==> src/rtl/shift_ctrl_if.sv <==
// shift_ctrl_if: request/response bundle between the main control FSM and the shift sequencer
interface shift_ctrl_if;
    logic       start;
    logic [2:0] shift_kind;
    logic       busy;
    logic       done;
    logic       err;
    logic [2:0] shamt_sel;
    logic       shift_src_sel;
    logic [2:0] shift_op;
    logic       mem_rd;
    logic       reg_wr;
    logic       reg_dst_sel;
    modport master (
        output start, shift_kind,
        input  busy, done, err, shamt_sel, shift_src_sel, shift_op, mem_rd, reg_wr, reg_dst_sel
    );
    modport slave (
        input  start, shift_kind,
        output busy, done, err, shamt_sel, shift_src_sel, shift_op, mem_rd, reg_wr, reg_dst_sel
    );
endinterface

==> src/rtl/shift_ctrl.sv <==
// shift_ctrl: sequences one decoded shift instruction through amount select, optional memory read, load, shift and writeback
module shift_ctrl #(
    parameter int MEM_LAT = 2,
    parameter int CNT_W   = 4
) (
    input logic        clk,
    input logic        reset,
    shift_ctrl_if.slave bus
);
    typedef enum logic [2:0] {IDLE, MEMRD, LOAD, SHIFT, WB, ERR} state_t;
    state_t           state_q, state_d;
    logic [CNT_W-1:0] cnt_q, cnt_d;
    logic [2:0]       kind_q, kind_d, sel_q, sel_d;
    logic             src_q, src_d, dst_q, dst_d;
    always_ff @(posedge clk) begin
        if (reset) begin
            state_q <= IDLE;
            cnt_q   <= '0;
            kind_q  <= '0;
            sel_q   <= '0;
            src_q   <= 1'b0;
            dst_q   <= 1'b0;
        end else begin
            state_q <= state_d;
            cnt_q   <= cnt_d;
            kind_q  <= kind_d;
            sel_q   <= sel_d;
            src_q   <= src_d;
            dst_q   <= dst_d;
        end
    end
    always_comb begin
        state_d = state_q;
        cnt_d   = cnt_q;
        kind_d  = kind_q;
        sel_d   = sel_q;
        src_d   = src_q;
        dst_d   = dst_q;
        case (state_q)
            IDLE: if (bus.start) begin
                kind_d  = bus.shift_kind;
                cnt_d   = '0;
                state_d = bus.shift_kind == 3'b111 ? ERR : bus.shift_kind == 3'b110 ? MEMRD : LOAD;
                sel_d   = bus.shift_kind == 3'b110 ? 3'b011 :
                          bus.shift_kind == 3'b101 ? 3'b001 :
                          (bus.shift_kind == 3'b011 || bus.shift_kind == 3'b100) ? 3'b010 : 3'b000;
                src_d   = bus.shift_kind == 3'b101;
                dst_d   = bus.shift_kind == 3'b101;
            end
            MEMRD: begin
                cnt_d = cnt_q + 1'b1;
                if (cnt_q == CNT_W'(MEM_LAT - 1)) state_d = LOAD;
            end
            LOAD:  state_d = SHIFT;
            SHIFT: state_d = WB;
            default: begin
                state_d = IDLE;
                sel_d   = '0;
                src_d   = 1'b0;
                dst_d   = 1'b0;
            end
        endcase
    end
    assign bus.busy          = state_q != IDLE;
    assign bus.done          = state_q == WB;
    assign bus.reg_wr        = state_q == WB;
    assign bus.err           = state_q == ERR;
    assign bus.mem_rd        = state_q == MEMRD;
    assign bus.shamt_sel     = sel_q;
    assign bus.shift_src_sel = src_q;
    assign bus.reg_dst_sel   = dst_q;
    assign bus.shift_op      = state_q == LOAD ? 3'b001 :
                               state_q != SHIFT ? 3'b000 :
                               kind_q == 3'b001 ? 3'b011 :
                               (kind_q == 3'b000 || kind_q == 3'b011 || kind_q == 3'b101) ? 3'b010 : 3'b100;
endmodule

==> src/flat_wrapper.sv <==
// flat-port wrapper written by rule: the top's interface ports become plain ports
module shift_ctrl_flat 
#(
    parameter int MEM_LAT = 2,
    parameter int CNT_W   = 4
)
  (clk, reset, bus_start, bus_shift_kind, bus_busy, bus_done, bus_err, bus_shamt_sel, bus_shift_src_sel, bus_shift_op, bus_mem_rd, bus_reg_wr, bus_reg_dst_sel);
  shift_ctrl_if bus_i ();
  input logic clk;
  input logic reset;
  input wire logic [$bits(bus_i.start)-1:0] bus_start;
  input wire logic [$bits(bus_i.shift_kind)-1:0] bus_shift_kind;
  output wire logic [$bits(bus_i.busy)-1:0] bus_busy;
  output wire logic [$bits(bus_i.done)-1:0] bus_done;
  output wire logic [$bits(bus_i.err)-1:0] bus_err;
  output wire logic [$bits(bus_i.shamt_sel)-1:0] bus_shamt_sel;
  output wire logic [$bits(bus_i.shift_src_sel)-1:0] bus_shift_src_sel;
  output wire logic [$bits(bus_i.shift_op)-1:0] bus_shift_op;
  output wire logic [$bits(bus_i.mem_rd)-1:0] bus_mem_rd;
  output wire logic [$bits(bus_i.reg_wr)-1:0] bus_reg_wr;
  output wire logic [$bits(bus_i.reg_dst_sel)-1:0] bus_reg_dst_sel;
  assign bus_i.start = bus_start;
  assign bus_i.shift_kind = bus_shift_kind;
  assign bus_busy = bus_i.busy;
  assign bus_done = bus_i.done;
  assign bus_err = bus_i.err;
  assign bus_shamt_sel = bus_i.shamt_sel;
  assign bus_shift_src_sel = bus_i.shift_src_sel;
  assign bus_shift_op = bus_i.shift_op;
  assign bus_mem_rd = bus_i.mem_rd;
  assign bus_reg_wr = bus_i.reg_wr;
  assign bus_reg_dst_sel = bus_i.reg_dst_sel;
  shift_ctrl #(.MEM_LAT(MEM_LAT), .CNT_W(CNT_W)) u_core (.clk(clk), .reset(reset), .bus(bus_i));
endmodule
==> config.mk <==
export PLATFORM = sky130hd
export DESIGN_NAME = shift_ctrl_flat
export DESIGN_NICKNAME = d
export VERILOG_FILES = /design/src/rtl/shift_ctrl_if.sv /design/src/rtl/shift_ctrl.sv /design/src/flat_wrapper.sv
export SDC_FILE = /design/constraint.sdc
export NUM_CORES = 1
export LEC_CHECK = 0
export BUFFER_PORTS_ARGS = -buffer_cell sky130_fd_sc_hd__buf_2
export CAP_MARGIN = 20
export CELL_PAD_IN_SITES_DETAIL_PLACEMENT = 1
export CELL_PAD_IN_SITES_GLOBAL_PLACEMENT = 2
export CORE_ASPECT_RATIO = 0.6
export CORE_MARGIN = 2
export CORE_UTILIZATION = 27
export CTS_CLUSTER_DIAMETER = 150
export DETAILED_ROUTE_END_ITERATION = 10
export PLACE_DENSITY_LB_ADDON = 0.1
export SYNTH_ARGS = -nofsm -noshare
export SYNTH_HDL_FRONTEND = slang
export SYNTH_SLANG_ARGS = --single-unit
export TNS_END_PERCENT = 30
==> constraint.sdc <==
create_clock -name clk -period 1.7 [get_ports clk]
set_input_delay 0.085 -clock clk [delete_from_list [all_inputs] [get_ports clk]]
set_output_delay 0.085 -clock clk [all_outputs]
set_load 0.03 [all_outputs]
## Word level (Yosys, flattened, before mapping)

Index checks and enable logic that the tools add are counted.

| operators by class | value |
|---|---|
| add/sub/neg operators | 1 |
| $mul | 0 |
| shift-type cells | 0 |
| magnitude comparators | 0 |
| mux-type cells | 18 |
| div/mod/pow operators | 0 |
| eq/ne operators | 17 |
| bitwise gates (word level) | 1 |
| reductions and logical operators | 12 |

Operator list:

| kind | count |
|---|---|
| $mux W3 | 10 |
| $eq A3 B3 Y1 const B | 7 |
| $eq A3 B2 Y1 const B | 4 |
| $pmux W3 S4 | 1 |
| $pmux W4 S2 | 1 |
| $reduce_and A2 Y1 | 4 |
| $eq A3 B1 Y1 const B | 2 |
| $logic_not A3 Y1 | 2 |
| $pmux W3 S2 | 1 |
| $add A4 B1 Y4 const B | 1 |
| $eq A4 B1 Y1 const B | 1 |
| $mux W2 | 2 |
| $mux W4 | 1 |
| $logic_or A1 B1 Y1 | 3 |
| $ne A3 B2 Y1 const B | 1 |
| $reduce_bool A3 Y1 | 1 |
| $reduce_or A3 Y1 | 1 |
| $ne A2 B1 Y1 const B | 1 |
| $ne A2 B2 Y1 const B | 1 |
| $pmux W1 S2 | 1 |
| $reduce_bool A2 Y1 | 1 |
| $mux W1 | 1 |
| $not A1 Y1 | 1 |

| storage, ports and cells | value |
|---|---|
| bits of input ports | 6 |
| bits in writable memories | 0 |
| memory bits (read-only) | 0 |
| bits in registers | 14 |
| output and inout bits | 13 |
| word-level logic and storage cells | 54 |
| bits in latches | 0 |
| memories kept | 0 |

## Longest topological paths before layout

Gate-level depths: netlist (run 1).

| depth | value |
|---|---|
| depth after elaboration | 7 |
| depth in mapped cells | 5 |
| gate-level depth less buffers | 5 |

## Worst setup path after synthesis (run 1)

Ideal clock, no wire load.

| timing path | value |
|---|---|
| path kind | reg2out |
| start point | register u_core.state_q[2] |
| end point | output bus_reg_wr |
| buffers on the path | 2 |
| cell stages (with the launch flop) | 4 |
| data arrival time | 1615 ps |
| setup slack | 0 ps |
| path through | dfxtp_1 > buf_6 > nor3b_1 > buf_4 |

| on the way | value |
|---|---|
| cells in the longest elaborated chain, start to end | 1 |

Ends and longest elaborated chain:

| item | line | text |
|---|---|---|
| start: declaration | shift_ctrl.sv:11 | `state_t state_q, state_d;` |
| start signal: assignment | shift_ctrl.sv:24 | `state_q <= state_d;` |
| $eq A3 B3 Y1 | - |  |
| end: declaration | flat_wrapper.sv:20 | `output wire logic [$bits(bus_i.reg_wr)-1:0] bus_reg_wr;` |

No other way between the ends.

## Worst setup path in the final report (run 1)

| timing path | value |
|---|---|
| start point | register u_core.cnt_q[1] |
| end point | register u_core.state_q[1] |

| on the way | value |
|---|---|
| cells in the longest elaborated chain, start to end | 3 |

Ends and longest elaborated chain:

| item | line | text |
|---|---|---|
| start: declaration | shift_ctrl.sv:12 | `logic [CNT_W-1:0] cnt_q, cnt_d;` |
| start signal: assignment | shift_ctrl.sv:25 | `cnt_q <= cnt_d;` |
| $eq A4 B1 Y1 | shift_ctrl.sv:52 | `if (cnt_q == CNT_W'(MEM_LAT - 1)) state_d = LOAD;` |
| $ne A2 B1 Y1 (no source line) | - |  |
| $reduce_and A2 Y1 (no source line) | - |  |

No other way between the ends.
A chain may end at the register's enable or synchronous reset.

==> results.sh, run 1 <==
export IMPL_run_status="finished, final reports clean"
export IMPL_antenna_violations_before_repair=0
export IMPL_internal_power_mw=0.628
export IMPL_clkSlewWorstSetupHoldPaths_ps=60
export IMPL_use_met1_pct=17.4
export IMPL_postRouteWirelength_um=1840
export IMPL_yosysSeqAreaShare_pct=34.1
export IMPL_power_total_mw=0.983
export IMPL_clkPwrFrac_pct=28.5
export IMPL_post_cts_resized_instances=0
export IMPL_root_buffer="sky130_fd_sc_hd__clkbuf_8"
export IMPL_vias_per_cell=5.04
export IMPL_timing_final_setup_violations=0
export IMPL_grt_pass1_wl_um=3120
export IMPL_vias_in_the_first_global_route=626
export IMPL_combPwrFrac_pct=33.7
export IMPL_gp_congestion=0.662
export IMPL_fillerInstances=328
export IMPL_vdd_ir_drop_max_v=0.000388
export IMPL_grt_max_degree=13
export IMPL_std_cell_rows=14
export IMPL_power_leakage_nw=0.374
export IMPL_fmaxAchievable_mhz=621
export IMPL_initialDrtViolationCount=14
export IMPL_ant_nets=0
export IMPL_required_ps=1870
export IMPL_grt_met3_usage_pct=4.02
export IMPL_final_layout_size_suffix_gt1_share_pct=28.8
export IMPL_drv_max_cap_violation_count=0
export IMPL_final_hold_violation_count=0
export IMPL_post_cts_buffers=0
export IMPL_worst_setup_sp_type="flip-flop"
export IMPL_numCtsBuffers=3
export IMPL_synthCells=87
export IMPL_groute_usage_overall_pct=12.7
export IMPL_die_w_um=72.6
export IMPL_clock_latency_ps=240
export IMPL_seq_power_share_pct=37.8
export IMPL_tritoncts="done"
export IMPL_power_net_switching_mw=0.355
export IMPL_cp_arrival_ps=1780
export IMPL_met2_usage_grt_pct=19.6
export IMPL_rsz0062_at_grt="no"
export IMPL_detailedPlacementHpwl_um=1400
export IMPL_final_setup_tns_ps=0
export IMPL_initial_core_util_pct=29.4
export IMPL_routed_via_count=685
export IMPL_synth_ff_latch_count=13
export IMPL_finish_net_count=113
export IMPL_cts_hold_buf=0
export IMPL_vertical_die_dimension_um=45.2
export IMPL_critical_path_endpoint_type="flip-flop"
export IMPL_routedWlPerCell_um=13.5
export IMPL_tritoncts_num_sinks=13
export IMPL_die_area_mm2=0.00328
export IMPL_clock_skew_ps=3.32
export IMPL_yosys_area_top_type_share_pct=34.1
export IMPL_final_design_area_no_fill_um2=903
export IMPL_critical_path_class="flip-flop to flip-flop"
export IMPL_fin_crit_ps=1610
export IMPL_synthesis_nets=95
export IMPL_core_area_mm2=0.00259
export IMPL_gr_max_usage_layer="met2"
export IMPL_netlist_area_um2=763
export IMPL_hp_class="primary input to flip-flop"
export IMPL_overflow=0
export IMPL_yosysWarningCount=0
export IMPL_synth_largest_area_cell="sky130_fd_sc_hd__dfxtp_1"
export IMPL_antenna_diode_count=0
export IMPL_drcViolationCount=0
export IMPL_critical_path_max_fanout=5
export IMPL_power_switching_fraction_pct=36.1
export IMPL_timing_final_crit_share_pct=94.7
export IMPL_avgSynthCellArea_um2=8.77
export IMPL_io_pin_count=19
export IMPL_final_max_slew_violation_count=0
export IMPL_synth_top_cells_by_area="sky130_fd_sc_hd__dfxtp_1 (34%), sky130_fd_sc_hd__nand2_1 (4.9%), sky130_fd_sc_hd__nand2b_1 (4.1%)"
export IMPL_cellPowerDensity_mw_per_mm2=1090
export IMPL_htree_levels=1
export IMPL_dr_pass1_iters=4
export IMPL_dp_area_um2=858
export IMPL_area_growth_syn_to_fin_pct=18.4
export IMPL_clockBufferDepth=2
export IMPL_netlist_cell_type_count=38
export IMPL_layout_core_utilization_pct=34.8
export IMPL_port_buffers=17
## cell type report
| cell class | count | area (um2) | area share [%] |
|---|---|---|---|
| multi-input combinational | 64 | 430 | 47.6 |
| sequential | 13 | 260 | 28.8 |
| timing repair buffer | 21 | 115 | 12.7 |
| clock buffer | 4 | 45.0 | 4.99 |
| tap | 32 | 40.0 | 4.43 |
| inverter | 2 | 12.5 | 1.39 |
## cell families (layout without fill, tap and decap cells)
| kind of cell | Yosys count | after routing | share of synthesized area, % |
|---|---|---|---|
| fa+ha+maj | 2 | 2 | 3.28 |
| simple gates | 41 | 41 | 32.8 |
| compound gates | 17 | 17 | 16.2 |
| other cells | 1 | 1 | 0.491 |
| buf+inv | 10 | 27 | 9.51 |
| mux | 1 | 1 | 1.31 |
| flops | 13 | 13 | 34.1 |
| xor+xnor | 2 | 2 | 2.30 |
## layout by cell type (no fill, tap or decap), types with 2 or more instances in the layout
cell | Yosys | final
sky130_fd_sc_hd__nor4bb_1 | 2 | 2
sky130_fd_sc_hd__nor3_1 | 2 | 2
sky130_fd_sc_hd__nand2b_1 | 5 | 5
sky130_fd_sc_hd__nand3_1 | 4 | 4
sky130_fd_sc_hd__buf_2 | 0 | 17
sky130_fd_sc_hd__a22oi_1 | 2 | 2
sky130_fd_sc_hd__buf_4 | 4 | 4
sky130_fd_sc_hd__nor2_1 | 6 | 6
sky130_fd_sc_hd__dfxtp_1 | 13 | 13
sky130_fd_sc_hd__nor2b_1 | 2 | 2
sky130_fd_sc_hd__a21oi_1 | 6 | 6
sky130_fd_sc_hd__ha_1 | 2 | 2
sky130_fd_sc_hd__a211oi_1 | 2 | 2
sky130_fd_sc_hd__nand2_1 | 10 | 10
sky130_fd_sc_hd__clkbuf_8 | 0 | 3
## synthesized netlist by cell type, drive strengths merged
master and count:
nor4b 1, ha 2, clkinv 1, mux2i 1
nor3b 2, a2111oi 1, nand4b 1, buf 6
a211oi 3, nor3 2, a2111o 1, a22oi 2
a311oi 1, nand3b 1, nor4bb 2, a41oi 1
or3b 2, a21oi 6, nand2b 5, inv 1
xnor2 1, and3b 1, a31o 1, nand3 4
or4b 1, nor2 6, dfxtp 13, nand2 10
or3 1, o21ai 1, xor2 1, nor2b 2
clkbuf 2, conb 1
## sequential cells by signal (all words and copies together), names as in the netlist
signal / flops
u_core.cnt_q: 4
u_core.state_q: 3
u_core.kind_q: 3
u_core.bus.shift_src_sel: 1
u_core.bus.shamt_sel: 2
## final timing paths
kind / start / end / slack [ps] / depth (start not counted)
max: u_core.cnt_q[1] / u_core.state_q[1] / 90 / 5
min: bus_shift_kind[1] / u_core.kind_q[1] / 160 / 3
max reg2reg: u_core.cnt_q[1] / u_core.state_q[1] / 90 / 5
min reg2reg: u_core.kind_q[1] / u_core.kind_q[1] / 470 / 2
## routing by layer
layer,part of all wire (%),vias up
met5,0,-
met4,0.60,0
met3,4.3,2
met2,42,14
met1,53,327
li1,-,342
## stage by stage
stage / setup WS (ps) / std cells / hold WS, ps
after floorplan: 0.255 / 87 / 174
after global placement: 137 / 132 / 406
after detailed placement: 104 / 132 / 409
after CTS: 81.4 / 136 / 149
after global routing: 0.832 / 136 / 177
final: 89.5 / 136 / 156
## worst max-delay path: stages, from the launching register on
cell,delay [ps]
sky130_fd_sc_hd__dfxtp_1,350
sky130_fd_sc_hd__inv_1,70
sky130_fd_sc_hd__ha_1,120
sky130_fd_sc_hd__or3b_1,370
sky130_fd_sc_hd__a2111o_1,450
sky130_fd_sc_hd__a211oi_2,180
## power by group through the flow
stage | Combinational [mW] | Clock, mW | Sequential (mW)
3_5_place_dp | 0.333 | 0 | 0.379
5_1_grt | 0.368 | 0.309 | 0.378
6_report | 0.331 | 0.280 | 0.372
4_1_cts | 0.336 | 0.291 | 0.373
3_3_place_gp | 0.332 | 0 | 0.376
2_1_floorplan | 0.249 | 0 | 0.381
Note: power is estimated with default switching activity, not from simulation.
==> run 2: changes to the inputs <==
Settings changed: CELL_PAD_IN_SITES_DETAIL_PLACEMENT 1 to 0, CELL_PAD_IN_SITES_GLOBAL_PLACEMENT 2 to 1, CORE_UTILIZATION 27 to 32, TNS_END_PERCENT 30 to default.
==> results.sh, run 2 (synthesis gave the netlist of run 1 again) <==
export IMPL_fin_crit_ps=1620
export IMPL_htree_levels=1
export IMPL_initial_core_util_pct=34.5
export IMPL_hp_class="primary input to flip-flop"
export IMPL_std_cell_rows=13
export IMPL_grt_max_degree=13
export IMPL_drv_max_cap_violation_count=0
export IMPL_final_design_area_no_fill_um2=913
export IMPL_r2r_slack_ps=80
export IMPL_timing_critical_path_slowest_stage_cell="sky130_fd_sc_hd__a2111o_1"
export IMPL_final_layout_size_suffix_gt1_share_pct=28.8
export IMPL_area_growth_syn_to_fin_pct=19.7
export IMPL_final_setup_worst_slack_ps=78.9
export IMPL_final_hold_violation_count=0
export IMPL_initialDrtViolationCount=12
export IMPL_drcViolationCount=0
export IMPL_antenna_violations_before_repair=0
export IMPL_power_total_mw=0.991
export IMPL_critical_path_class="flip-flop to flip-flop"
export IMPL_postRouteWirelength_um=1680
export IMPL_worst_setup_sp_type="flip-flop"
export IMPL_timing_final_crit_share_pct=95.4
export IMPL_crit_end="u_core.state_q[1]"
export IMPL_groute_usage_overall_pct=13.4
export IMPL_power_leakage_nw=0.377
export IMPL_tritoncts_num_sinks=13
export IMPL_reg_top3="u_core.cnt_q x4, u_core.kind_q x3, u_core.state_q x3"
export IMPL_core_area_mm2=0.00221
export IMPL_timing_reg2reg_worst_path_depth=5
export IMPL_clock_skew_ps=0.742
export IMPL_vias_per_cell=5.12
export IMPL_timing_max_slew_rel_slack_pct=66.0
export IMPL_gr_max_usage_layer="met1"
export IMPL_run_status="finished, final reports clean"
export IMPL_use_met1_pct=19.5
export IMPL_largest_register="u_core.cnt_q"
export IMPL_overflow=0
export IMPL_required_ps=1870
export IMPL_routedWlPerCell_um=12.6
export IMPL_port_buffers=17
export IMPL_post_cts_buffers=0
export IMPL_timing_final_setup_violations=0
export IMPL_tightest_slew_ps=508
export IMPL_antenna_diode_count=0
export IMPL_io_pin_count=19
export IMPL_ant_nets=0
export IMPL_vdd_ir_drop_max_v=0.000491
export IMPL_rsz0062_at_grt="no"
export IMPL_fillerInstances=249
export IMPL_root_buffer="sky130_fd_sc_hd__clkbuf_8"
export IMPL_die_area_mm2=0.00280
export IMPL_critical_path_max_fanout=5
export IMPL_dpl_ws_ps=100
export IMPL_final_max_slew_violation_count=0
export IMPL_dp_area_um2=868
export IMPL_clkSlewWorstSetupHoldPaths_ps=60
export IMPL_met2_usage_grt_pct=17.6
export IMPL_dr_pass1_iters=4
export IMPL_fmaxAchievable_mhz=617
export IMPL_final_setup_tns_ps=0
export IMPL_commonest_non_fill_non_tap_cell_in_the_layout="sky130_fd_sc_hd__buf_2"
export IMPL_numCtsBuffers=3
export IMPL_critical_path_endpoint_type="flip-flop"
export IMPL_detailedPlacementHpwl_um=1240
export IMPL_routed_via_count=686
export IMPL_clock_latency_ps=240
export IMPL_vertical_die_dimension_um=41.8
export IMPL_rr_startpoint="u_core.cnt_q[1]"
export IMPL_critical_path_max_stage_delay_ps=450
export IMPL_largest_register_ff_count=4
export IMPL_cp_arrival_ps=1790
export IMPL_mostFrequentLayoutCells="sky130_fd_sc_hd__buf_2 (17), sky130_fd_sc_hd__dfxtp_1 (13), sky130_fd_sc_hd__nand2_1 (10)"
export IMPL_gp_congestion=0.705
export IMPL_worstHoldStart="bus_shift_kind[0]"
export IMPL_grt_met3_usage_pct=5.69
export IMPL_cellPowerDensity_mw_per_mm2=1080
export IMPL_die_w_um=67.1
export IMPL_post_cts_resized_instances=0
export IMPL_crit_path_start="u_core.cnt_q[1]"
export IMPL_cts_hold_buf=0
export IMPL_clockBufferDepth=2
export IMPL_r2r_end="u_core.state_q[1]"
export IMPL_holdWs_ps=159
export IMPL_cp_cell_sequence="inv_1 > ha_1 > or3b_1 > a2111o_1 > a211oi_2"
export IMPL_finish_net_count=113
export IMPL_tritoncts="done"
export IMPL_vias_in_the_first_global_route=586
export IMPL_grt_pass1_wl_um=2800
-- run 2: cell type report --
cell class	instances	area, um2	area share [%]
flip-flops and latches	13	260	28.5
well taps	30	37.5	4.11
clock buffers	4	45.0	4.93
inverters	2	12.5	1.37
multi-input cells	64	430	47.1
repair buffers	21	128	14.0
-- run 2: per-layer routing --
layer	vias up	wire, um
met5	-	0
met4	0	13
met3	2	111
met2	21	686
met1	319	872
li1	344	-
-- run 2: worst min path at each step --
stage / end / slack (ps) / cells past startpoint
after floorplan: u_core.bus.shamt_sel[1] / 170 / 1
after global routing: u_core.bus.shamt_sel[0] / 180 / 3
final: u_core.kind_q[0] / 160 / 3
after CTS: u_core.kind_q[0] / 160 / 3
after detailed placement: u_core.kind_q[0] / 410 / 3
after global placement: u_core.kind_q[0] / 410 / 3
-- run 2: power breakdown --
part	total, mW	switching [mW]	leakage [nW]	internal [mW]
clock network	0.277	0.111	0.0228	0.166
logic	0.340	0.202	0.248	0.138
registers	0.374	0.0383	0.106	0.336
total	0.991	0.351	0.377	0.639
-- run 2: worst max-delay path: cells and delay by family (launching register included) --
kind                     cells  cell delay, ps
adder cells (fa/ha/maj)      1             120
buffers and inverters        1              70
AND/OR/NAND/NOR              1             370
AO/OA/AOI/OAI                2             640
flip-flops                   1             350
-- run 2: stage by stage --
stage | std cells | util (%)
after CTS | 134 | 41.3
after floorplan | 87 | -
after global placement | 130 | 39.3
after detailed placement | 130 | 39.3
after global routing | 134 | 41.3
final | 134 | 41.3
